==> src/rtl/gpio_pad_ctrl.sv <==
// Core-side controller for the bidirectional pad bank: output/enable registers, synchronised
// and glitch-filtered pad inputs, edge capture with interrupt, and a simple register port.
module gpio_pad_ctrl #(
   parameter int NUM_BIDIR_PADS = 8,
   parameter int SYNC_STAGES    = 2,
   parameter int FILTER_CYCLES  = 4
) (
   input  logic                      clk,
   input  logic                      rst,
   input  logic [NUM_BIDIR_PADS-1:0] bidir_in,
   output logic [NUM_BIDIR_PADS-1:0] bidir_out,
   output logic [NUM_BIDIR_PADS-1:0] bidir_oe,
   input  logic                      reg_valid,
   input  logic                      reg_write,
   input  logic [2:0]                reg_addr,
   input  logic [31:0]               reg_wdata,
   output logic [31:0]               reg_rdata,
   output logic                      reg_rvalid,
   output logic                      irq
);

   localparam int N  = NUM_BIDIR_PADS;
   localparam int CW = (FILTER_CYCLES > 0) ? $clog2(FILTER_CYCLES + 1) : 1;

   typedef enum logic [2:0] {
      A_DATA_OUT    = 3'd0,
      A_DATA_OE     = 3'd1,
      A_DATA_IN     = 3'd2,
      A_RISE_EN     = 3'd3,
      A_FALL_EN     = 3'd4,
      A_EDGE_STATUS = 3'd5,
      A_IRQ_EN      = 3'd6,
      A_RSVD        = 3'd7
   } addr_e;

   logic [SYNC_STAGES-1:0][N-1:0] sync_q;
   logic [N-1:0] s, filt, filt_d;
   logic [N-1:0] data_out, data_oe, rise_en, fall_en, edge_status, irq_en;
   logic [N-1:0] data_out_nx, data_oe_nx, rise_en_nx, fall_en_nx, edge_nx, irq_en_nx;
   logic [N-1:0] w1c, rise, fall, wdata_n;
   logic [31:0]  rd_mux;
   logic         wr_en;
   logic         wdata_unused;

   assign s            = sync_q[SYNC_STAGES-1];
   assign wdata_n      = reg_wdata[N-1:0];
   assign wdata_unused = ^reg_wdata;
   assign bidir_out    = data_out;
   assign bidir_oe     = data_oe;

   always_ff @(posedge clk) begin
      if (rst) sync_q <= '0;
      else     sync_q <= {sync_q[SYNC_STAGES-2:0], bidir_in};
   end

   generate
      if (FILTER_CYCLES == 0) begin : gen_bypass
         always_ff @(posedge clk) begin
            if (rst) filt <= '0;
            else     filt <= s;
         end
      end else begin : gen_filter
         for (genvar p = 0; p < N; p++) begin : gen_pad
            logic [CW-1:0] cnt;
            logic          f;
            // Counter restarts whenever s returns to the filtered value.
            always_ff @(posedge clk) begin
               if (rst) begin
                  cnt <= '0;
                  f   <= 1'b0;
               end else if (s[p] == f) begin
                  cnt <= '0;
               end else if (cnt == CW'(FILTER_CYCLES - 1)) begin
                  f   <= s[p];
                  cnt <= '0;
               end else begin
                  cnt <= cnt + 1'b1;
               end
            end
            assign filt[p] = f;
         end
      end
   endgenerate

   always_comb begin
      wr_en       = reg_valid & reg_write;
      data_out_nx = data_out;
      data_oe_nx  = data_oe;
      rise_en_nx  = rise_en;
      fall_en_nx  = fall_en;
      irq_en_nx   = irq_en;
      w1c         = '0;
      if (wr_en) begin
         case (addr_e'(reg_addr))
            A_DATA_OUT:    data_out_nx = wdata_n;
            A_DATA_OE:     data_oe_nx  = wdata_n;
            A_RISE_EN:     rise_en_nx  = wdata_n;
            A_FALL_EN:     fall_en_nx  = wdata_n;
            A_EDGE_STATUS: w1c         = wdata_n;
            A_IRQ_EN:      irq_en_nx   = wdata_n;
            default:       ;
         endcase
      end
      rise    = filt & ~filt_d & rise_en;
      fall    = ~filt & filt_d & fall_en;
      // New edges are OR-ed in after the clear so a coincident edge survives the W1C.
      edge_nx = (edge_status & ~w1c) | rise | fall;
   end

   always_comb begin
      rd_mux = '0;
      case (addr_e'(reg_addr))
         A_DATA_OUT:    rd_mux = 32'(data_out);
         A_DATA_OE:     rd_mux = 32'(data_oe);
         A_DATA_IN:     rd_mux = 32'(filt);
         A_RISE_EN:     rd_mux = 32'(rise_en);
         A_FALL_EN:     rd_mux = 32'(fall_en);
         A_EDGE_STATUS: rd_mux = 32'(edge_status);
         A_IRQ_EN:      rd_mux = 32'(irq_en);
         default:       rd_mux = '0;
      endcase
   end

   always_ff @(posedge clk) begin
      if (rst) begin
         data_out    <= '0;
         data_oe     <= '0;
         rise_en     <= '0;
         fall_en     <= '0;
         edge_status <= '0;
         irq_en      <= '0;
         filt_d      <= '0;
         irq         <= 1'b0;
         reg_rdata   <= '0;
         reg_rvalid  <= 1'b0;
      end else begin
         data_out    <= data_out_nx;
         data_oe     <= data_oe_nx;
         rise_en     <= rise_en_nx;
         fall_en     <= fall_en_nx;
         edge_status <= edge_nx;
         irq_en      <= irq_en_nx;
         filt_d      <= filt;
         irq         <= |(edge_nx & irq_en_nx);
         reg_rvalid  <= reg_valid & ~reg_write;
         if (reg_valid && !reg_write) reg_rdata <= rd_mux;
      end
   end

endmodule

==> config.mk <==
export PLATFORM = sky130hd
export DESIGN_NAME = gpio_pad_ctrl
export DESIGN_NICKNAME = d
export VERILOG_FILES = /design/src/rtl/gpio_pad_ctrl.sv
export SDC_FILE = /design/constraint.sdc
export NUM_CORES = 1
export LEC_CHECK = 0
export ABC_AREA = 0
export BUFFER_PORTS_ARGS = -buffer_cell sky130_fd_sc_hd__buf_2
export CAP_MARGIN = 5
export CORE_UTILIZATION = 59
export DETAILED_ROUTE_END_ITERATION = 10
export PLACE_DENSITY = 0.86
export SYNTH_ARGS = -nofsm -noshare
export SYNTH_HDL_FRONTEND = slang
export SYNTH_SLANG_ARGS = --single-unit
==> constraint.sdc <==
create_clock -name clk -period 2.2 [get_ports clk]
set_input_delay 0 -clock clk [delete_from_list [all_inputs] [get_ports clk]]
set_output_delay 0 -clock clk [all_outputs]
set_load 0.01 [all_outputs]
---- Word-level counts from Yosys, hierarchy flattened ----
Index checks and enable logic that the tools add are counted.
storage, ports and cells
  register bits ........................... 138
  output and inout port bits .............. 50
cells by class
  add/sub/neg operators ................... 8
  equality and inequality tests ........... 22
  mux-type cells .......................... 5
  bitwise operators ....................... 22
  reduce and logical (&&, ||, !) cells .... 24
operator list
  kind                   number
  $pmux W8 S7            1
  $and A8 B8 Y8          6
  $mux W8                4
  $eq A3 B2 Y1 const B   10
  $add A3 B1 Y3 const B  8
  $not A8 Y8             3
  $reduce_and A2 Y1      12
  $reduce_or A3 Y1       8
  $or A8 B8 Y8           2
  $eq A3 B3 Y1 const B   3
  $not A1 Y1             9
  $eq A1 B1 Y1           8
  $reduce_or A8 Y1       1
  $eq A3 B1 Y1 const B   1
  $logic_not A3 Y1       1
  $and A1 B1 Y1          2
  $logic_and A1 B1 Y1    1
  $logic_not A1 Y1       1

---- Depth between registers and ports, before layout ----
Gate-level depths: netlist of the first run.
  depth in word-level cells ............... 9
  gate-level depth with buffers ........... 7
  depth with buffers taken out ............ 5

---- Worst setup path after synthesis of the first run ----
Ideal clock, no wire load.
  path type ............................... in2reg
  from .................................... input reg_addr[1]
  to ...................................... register irq
  data arrival time ....................... 1.163 ns
  required time ........................... 2.075 ns
  slack ................................... 0.912 ns
  cell stages on the path ................. 7
  path buffers ............................ 2
  cells stage by stage .................... buf_6 -> and3b_1 -> buf_6 -> nand3_1 -> a21oi_2 -> o22ai_1 -> o41a_1
between the ends
  cells in the longest elaborated chain, start to end .. 9
  elaborated cells between the ends (all ways) .. 12
  classes of those cells .................. eq/ne: 2; mux: 4; bitwise: 5; reduce/logical: 1
ends and longest elaborated chain
  element                     RTL line  source
  start, declared             15        input logic [2:0] reg_addr,
  $eq A3 B3 Y1                94        case (addr_e'(reg_addr))
  $mux W8                     94
  $mux W8                     93        if (wr_en) begin
  $not A8 Y8                  107       edge_nx = (edge_status & ~w1c) | rise | fall;
  $and A8 B8 Y8               107
  $or A8 B8 Y8 (2 in series)  107
  $and A8 B8 Y8 *             144       irq <= |(edge_nx & irq_en_nx);
  $reduce_or A8 Y1 *          144
  end signal, assigned        144
  end, declared               19        output logic irq
Mark *: on every way between the ends. The rest lies on a longest branch, timed or not.
A chain may end at the register's enable or synchronous reset.

---- Worst setup path in the final report of the first run ----
  from .................................... input reg_valid
  to ...................................... register rise_en[0]
between the ends
  cells in the longest elaborated chain, start to end .. 2
ends and longest elaborated chain
  element                      RTL line  source
  start, declared              13        input logic reg_valid,
  $and A1 B1 Y1                86        wr_en = reg_valid & reg_write;
  $reduce_and A2 Y1 (no line)  n/a
  end signal, assigned         139       rise_en <= rise_en_nx;
  end, declared                38        logic [N-1:0] data_out, data_oe, rise_en, fall_en, edge_status, irq_en;
No other way between the ends.

==> results of run 1 <==
path summary, 6_finish.rpt:
path | end | slack (ns) | cells after the start
max | rise_en[0] | 0.22 | 9
min | rise_en[1] | 0.04 | 3
max reg2reg | irq | 0.68 | 5
min reg2reg | gen_filter.gen_pad[1].cnt[0] | 0.42 | 1
cells in the mapped netlist (all sizes together):
| library cell | number |
|---|---|
| mux2i | 43 |
| xnor2 | 8 |
| o22ai | 5 |
| inv | 17 |
| a32o | 1 |
| o21ai | 21 |
| a22oi | 9 |
| nand2 | 29 |
| clkbuf | 14 |
| or3 | 8 |
| o41a | 1 |
| buf | 32 |
| a21oi | 24 |
| and3 | 1 |
| and2 | 1 |
| mux2 | 9 |
| nand3b | 11 |
| conb | 1 |
| a31oi | 2 |
| ha | 16 |
| a221oi | 1 |
| mux4 | 3 |
| nor2b | 28 |
| nor2 | 81 |
| nand2b | 1 |
| nand3 | 11 |
| dfxtp | 114 |
| o211ai | 6 |
| nor3b | 1 |
| and3b | 1 |
| o221ai | 1 |
per-stage QoR:
stage / total power [W] / utilization (%) / std cells / setup WS, ns
after floorplan: 0.002336 / - / 524 / 0.9116
after global placement: 0.002371 / 64.74 / 640 / 0.4178
after detailed placement: 0.002378 / 64.74 / 640 / 0.3900
after CTS: 0.005024 / 74.81 / 694 / 0.3746
after global routing: 0.005146 / 74.81 / 694 / 0.1748
final: 0.004993 / 74.81 / 694 / 0.2228
flip-flops by register name, indices dropped and copies added (netlist names):
signal / cells
irq_en: 8
filt_d: 8
rise_en: 8
fall_en: 8
edge_status: 8
gen_filter.gen_pad.f: 8
irq: 1
bidir_oe: 8
s: 8
reg_rdata: 8
gen_filter.gen_pad.cnt: 24
reg_rvalid: 1
bidir_out: 8
sync_q: 8
critical path: stages:
cell and delay, ns:
dlygate4sd3_1 0.52, buf_2 0.11, and2_2 0.36, nand3_1 0.15, nor2_1 0.25, buf_4 0.21
nand2_1 0.06, a21oi_1 0.14, dlygate4sd3_1 0.61
what timing repair did:
action                     in CTS  in global routing
hold buffers                   22                  0
hold endpoints to repair       67                  0
gates resized for setup         0                  0
setup endpoints to repair       0                  0
power groups by stage:
stage          Sequential [W]  Clock, W  Combinational, W
5_1_grt               0.00211   0.00275          0.000279
3_3_place_gp          0.00215         0          0.000216
3_5_place_dp          0.00216         0          0.000221
4_1_cts               0.00211   0.00266          0.000252
2_1_floorplan         0.00216         0          0.000180
6_report              0.00211   0.00262          0.000256
routing by layer:
metal | global-route usage, % | vias to the layer above | wire [µm]
met5 | 0 | - | 0
met1 | 29.31 | 1762 | 4257
li1 | - | 1809 | -
met3 | 9.950 | 32 | 680
met2 | 42.91 | 153 | 5092
met4 | 12.11 | 0 | 302
cells by family (layout without fill, tap and decap cells):
family	after synthesis	in the layout	synth area share, %
buffers and inverters	63	131	7.467
AO/OA/AOI/OAI	71	71	9.008
adder cells (fa/ha/maj)	16	16	4.178
XOR/XNOR	8	8	1.462
other	1	24	0.07825
flip-flops	114	114	47.62
AND/OR/NAND/NOR	173	173	17.68
multiplexers	55	55	12.51
layout make-up:
class / count / area, µm²
flip-flops and latches: 114 / 2282
multi-input cells: 347 / 2238
fillers: 526 / 1967
repair buffers: 82 / 563.0
clock buffers: 20 / 425.4
clock inverters: 12 / 140.1
well taps: 102 / 127.6
inverters: 17 / 63.81
==> metrics, run 1 <==
Worst VDD drop=518.3 µV; final hold violations=0; H-tree levels=4; #FFs+latches synth=114; Detailed Routing Iterations Pass 1=5; DRC Markers=0; biggest area consumer among synthesized cells=dfxtp_1; Pint=0.003905 W; grt total ovfl=0; # Max-Cap Violations=0; Hold Crit Class=in2reg; Final TNS setup=0 ns; DIE WIDTH=92.13 µm; switching fraction of total power=21.79%; area fraction of the dominant cell type after synthesis=47.62%; period utilization=89.87%; register share of total power=42.3%; post-layout min period=1.977 ns; Post-Syn Area=4792 µm²; Sink Count=114; area grow syn2layout=21.88%; Critical Path Source=reg_valid; Boundary Pins=97; power density over the cells=855.0 nW/µm²; Clk pin slew, worst setup/hold paths=0.05 ns; fmax=505.8 MHz; Vias/cell=5.412; Clock Latency Late Sink=0.51 ns; Initial Util=61.38%; Die Area=8487 µm²; FF-to-FF Start=gen_filter.gen_pad[7].f; Worst Skew=0.005598 ns; hold_ws=0.03577 ns; P_leak=2.449 nW; Comb power frac=5.1%; most frequent cells in the layout=114 x dfxtp_1, 79 x nor2_1, 48 x buf_2; Max Root-Sink Buffers=2; Post CTS Setup Buffer Count=0; Wirelength per Cell=14.89 µm; die height=92.13 µm; 1st-iter DRT viols=286; clock share of power=52.5%; Slew @ Worst Pin=0.5448 ns; Setup Viol. Count Final=0; Crit. End Element=flip-flop; largest net degree at the start of global routing=35; TritonCTS clock tree=done; Rel. slew slack=63.51%; drt total wl=10330 µm; Final GP Congestion=0.8675; DPL Wire Length=6375 µm; Placeable Area=7807 µm²; hold path startpoint=reg_addr[2]; vias in the first global route=3604; Psw=0.001088 W; kind of critical path=in2reg; Critical Path AT=2.42 ns; Ys Warns=0; Design Area, Final=5841 µm²; worst-path fanout max=13; WP data required=2.64 ns; Root Buffer=clkbuf_8; Tot GR Track Use=25.90%; RSZ-0062 raised after global routing=no; number of diodes=0; IO buf count=48; antenna-violating nets left=0; nets=642; Num CTS Buffers=17; post-synthesis sequential area ratio=47.62%; synth top area cells=dfxtp_1 48%, mux2i_1 9.0%, nor2_1 6.2%; CP Launch Type=input port; status=finished, final reports clean; Std-Cell Rows=32; synthesized area per cell=9.565 µm²; Cell Area, Placed=5055 µm²; Mapped Cells=501; Unique masters post-synth=39; global-route wire length before repair=16780 µm; Final Max Tran Viols=0; fraction of layout instances using a drive strength above 1=18.58%; commonest non-fill, non-tap cell in the layout=dfxtp_1; via count=3756; initial antenna violation count=0
(Power assumes the default switching activity.)
==> run 2: changes to the inputs <==
--- a/config.mk
+++ b/config.mk
@@ -10,7 +10,7 @@
 export CAP_MARGIN = 5
 export CORE_UTILIZATION = 59
 export DETAILED_ROUTE_END_ITERATION = 10
-export PLACE_DENSITY = 0.86
+export PLACE_DENSITY = 0.89
 export SYNTH_ARGS = -nofsm -noshare
 export SYNTH_HDL_FRONTEND = slang
 export SYNTH_SLANG_ARGS = --single-unit
==> run 2 against run 1 <==
Core utilization is 0.22 points higher. Total power is 3.7% higher. Design area is 0.30% higher. Sequential power hardly changed. Clock skew is 0.00078 ns higher. Largest power group unchanged. Clock power is 7% higher. Fmax is 4.0% higher. Via count is 5.0% higher.
==> metrics, run 2 (synthesized netlist as in run 1, its figures left out) <==
most frequent cells in the layout=114 x dfxtp_1, 79 x nor2_1, 48 x buf_2; IO buf count=48 (unchanged); antenna-violating nets left=0 (unchanged); power density over the cells=884.0 nW/µm² (+3.4%); # Max-Cap Violations=0 (unchanged); DPL Wire Length=6860 µm (+7.6%); via count=3945 (+5.0%); 1st-iter DRT viols=363 (+27%); Max stage delay on crit path=0.56 ns (-0.05 ns); worst path cell trace=dlygate4sd3_1, buf_2, and2_2, nand3_1, nor2_1, nand2_1, a21oi_1, dlygate4sd3_1; nets=639 (-0.47%); Worst Skew=0.006383 ns (+0.0007847 ns); Num CTS Buffers=17 (unchanged); DIE WIDTH=92.13 µm (unchanged); initial antenna violation count=0 (unchanged); Setup Viol. Count Final=0 (unchanged); Std-Cell Rows=32 (unchanged); Wirelength per Cell=17.14 µm (+15%); Final TNS setup=0 ns (unchanged); TritonCTS clock tree=done; Clock Latency Late Sink=0.51 ns (about the same); final hold violations=0 (unchanged); Crit. End Element=flip-flop; CP Launch Type=input port; Post CTS Setup Buffer Count=0 (unchanged); Buffers & Inverters on Critical Path=3 (-1); Critical Path AT=2.35 ns (-0.07 ns); Placeable Area=7807 µm² (unchanged); kind of critical path=in2reg; Die Area=8487 µm² (unchanged); die height=92.13 µm (unchanged); max reg flops=24 (unchanged); Max Root-Sink Buffers=2 (unchanged); Root Buffer=clkbuf_8; Worst VDD drop=609.8 µV (+18%); Initial Util=61.38% (unchanged); Vias/cell=5.726 (+5.8%); global-route wire length before repair=19150 µm (+14%); Post-CTS Hold Buffers=19 (-14%); Clk pin slew, worst setup/hold paths=0.06 ns (about the same); WP data required=2.65 ns (about the same); commonest non-fill, non-tap cell in the layout=dfxtp_1; fraction of layout instances using a drive strength above 1=18.91% (+0.33 points); area grow syn2layout=22.25%; Inst Count DP=640 (unchanged); vias in the first global route=3928 (+9.0%); Sink Count=114 (unchanged); worst-path fanout max=13 (unchanged); H-tree levels=4 (unchanged); largest net degree at the start of global routing=39 (+11%); Slowest cell on crit path=dlygate4sd3_1; RSZ-0062 raised after global routing=no; Tot GR Track Use=29.37% (+3.5 points); Boundary Pins=97 (unchanged); Final GP Congestion=0.8394 (-3.2%); drt total wl=11810 µm (+14%); cts repair resizes=0 (unchanged); largest reg by FF count=gen_filter.gen_pad.cnt; post-layout min period=1.901 ns (-0.07607 ns); fmax=526.0 MHz (+4.0%); status=finished, final reports clean; Rel. slew slack=52.59% (-11 points); Detailed Routing Iterations Pass 1=5 (unchanged); Top delay family on crit path=buffers and inverters; Final Max Tran Viols=0 (unchanged); number of diodes=0 (unchanged); Final Non-Filler Cells=689 (-0.72%); Top cell by count, worst path=dlygate4sd3_1; grt total ovfl=0 (unchanged); DRC Markers=0 (unchanged); Power, Total=0.005178 W (+3.7%); Final Core Density=75.03% (+0.22 points); P_leak=2.451 nW (about the same); period utilization=86.41% (-3.5 points); Hold Crit Class=in2reg; Slew @ Worst Pin=0.7112 ns (+0.1663 ns)
run 2: cell count changes in the layout (fill, tap and decap cells not counted):
| cell | previous run | this run |
|---|---|---|
| bufinv_16 | 3 | 4 |
| clkinv_2 | 7 | 3 |
| clkinvlp_4 | 2 | 3 |
| clkbuf_1 | 3 | 0 |
| dlygate4sd3_1 | 22 | 19 |
| clkbuf_8 | 1 | 4 |
run 2: path summary, 6_finish.rpt:
path,startpoint,slack [ns],cells past startpoint,end
max reg2reg,gen_filter.gen_pad[3].f,0.68,4,irq
min,reg_write,0.03,3,reg_rvalid
max,reg_valid,0.30,8,rise_en[7]
min reg2reg,gen_filter.gen_pad[2].cnt[0],0.42,1,gen_filter.gen_pad[2].cnt[0]
run 2: area by class of cell:
class	instances	area, µm²
clock buffer	20	455.4
clock inverter	10	157.7
fill	487	1949
inverter	17	63.81
multi-input combinational	347	2238
sequential	114	2282
tap	102	127.6
timing repair buffer	79	533.0
run 2: worst min-delay path, cell delays in order:
cell and delay (ns):
buf_2 0.08, nand2b_1 0.34, nor2_1 0.07
run 2: layer usage:
layer,global-route usage [%],vias to the layer above,share of wire [%]
met4,15.36,0,4.6
met3,8.292,66,7.4
met1,33.16,1851,39
met2,50.25,225,49
met5,0,-,0
li1,-,1803,-
run 2: metrics by stage:
stage / instance area [µm²] / setup slack [ns] / hold slack [ns]
3_3_place_gp: 5055 / 0.5268 / 0.2082
6_report: 5858 / 0.2989 / 0.03105
4_1_cts: 5858 / 0.4613 / 0.003243
5_1_grt: 5858 / 0.2706 / 0.01689
2_1_floorplan: 4878 / 0.9116 / 0.1282
3_5_place_dp: 5055 / 0.4357 / 0.2121
run 2: where the power goes:
part	switching, W	internal, W
Clock	0.000896	0.00191
Combinational	0.000161	0.0000989
Sequential	0.0000171	0.00210
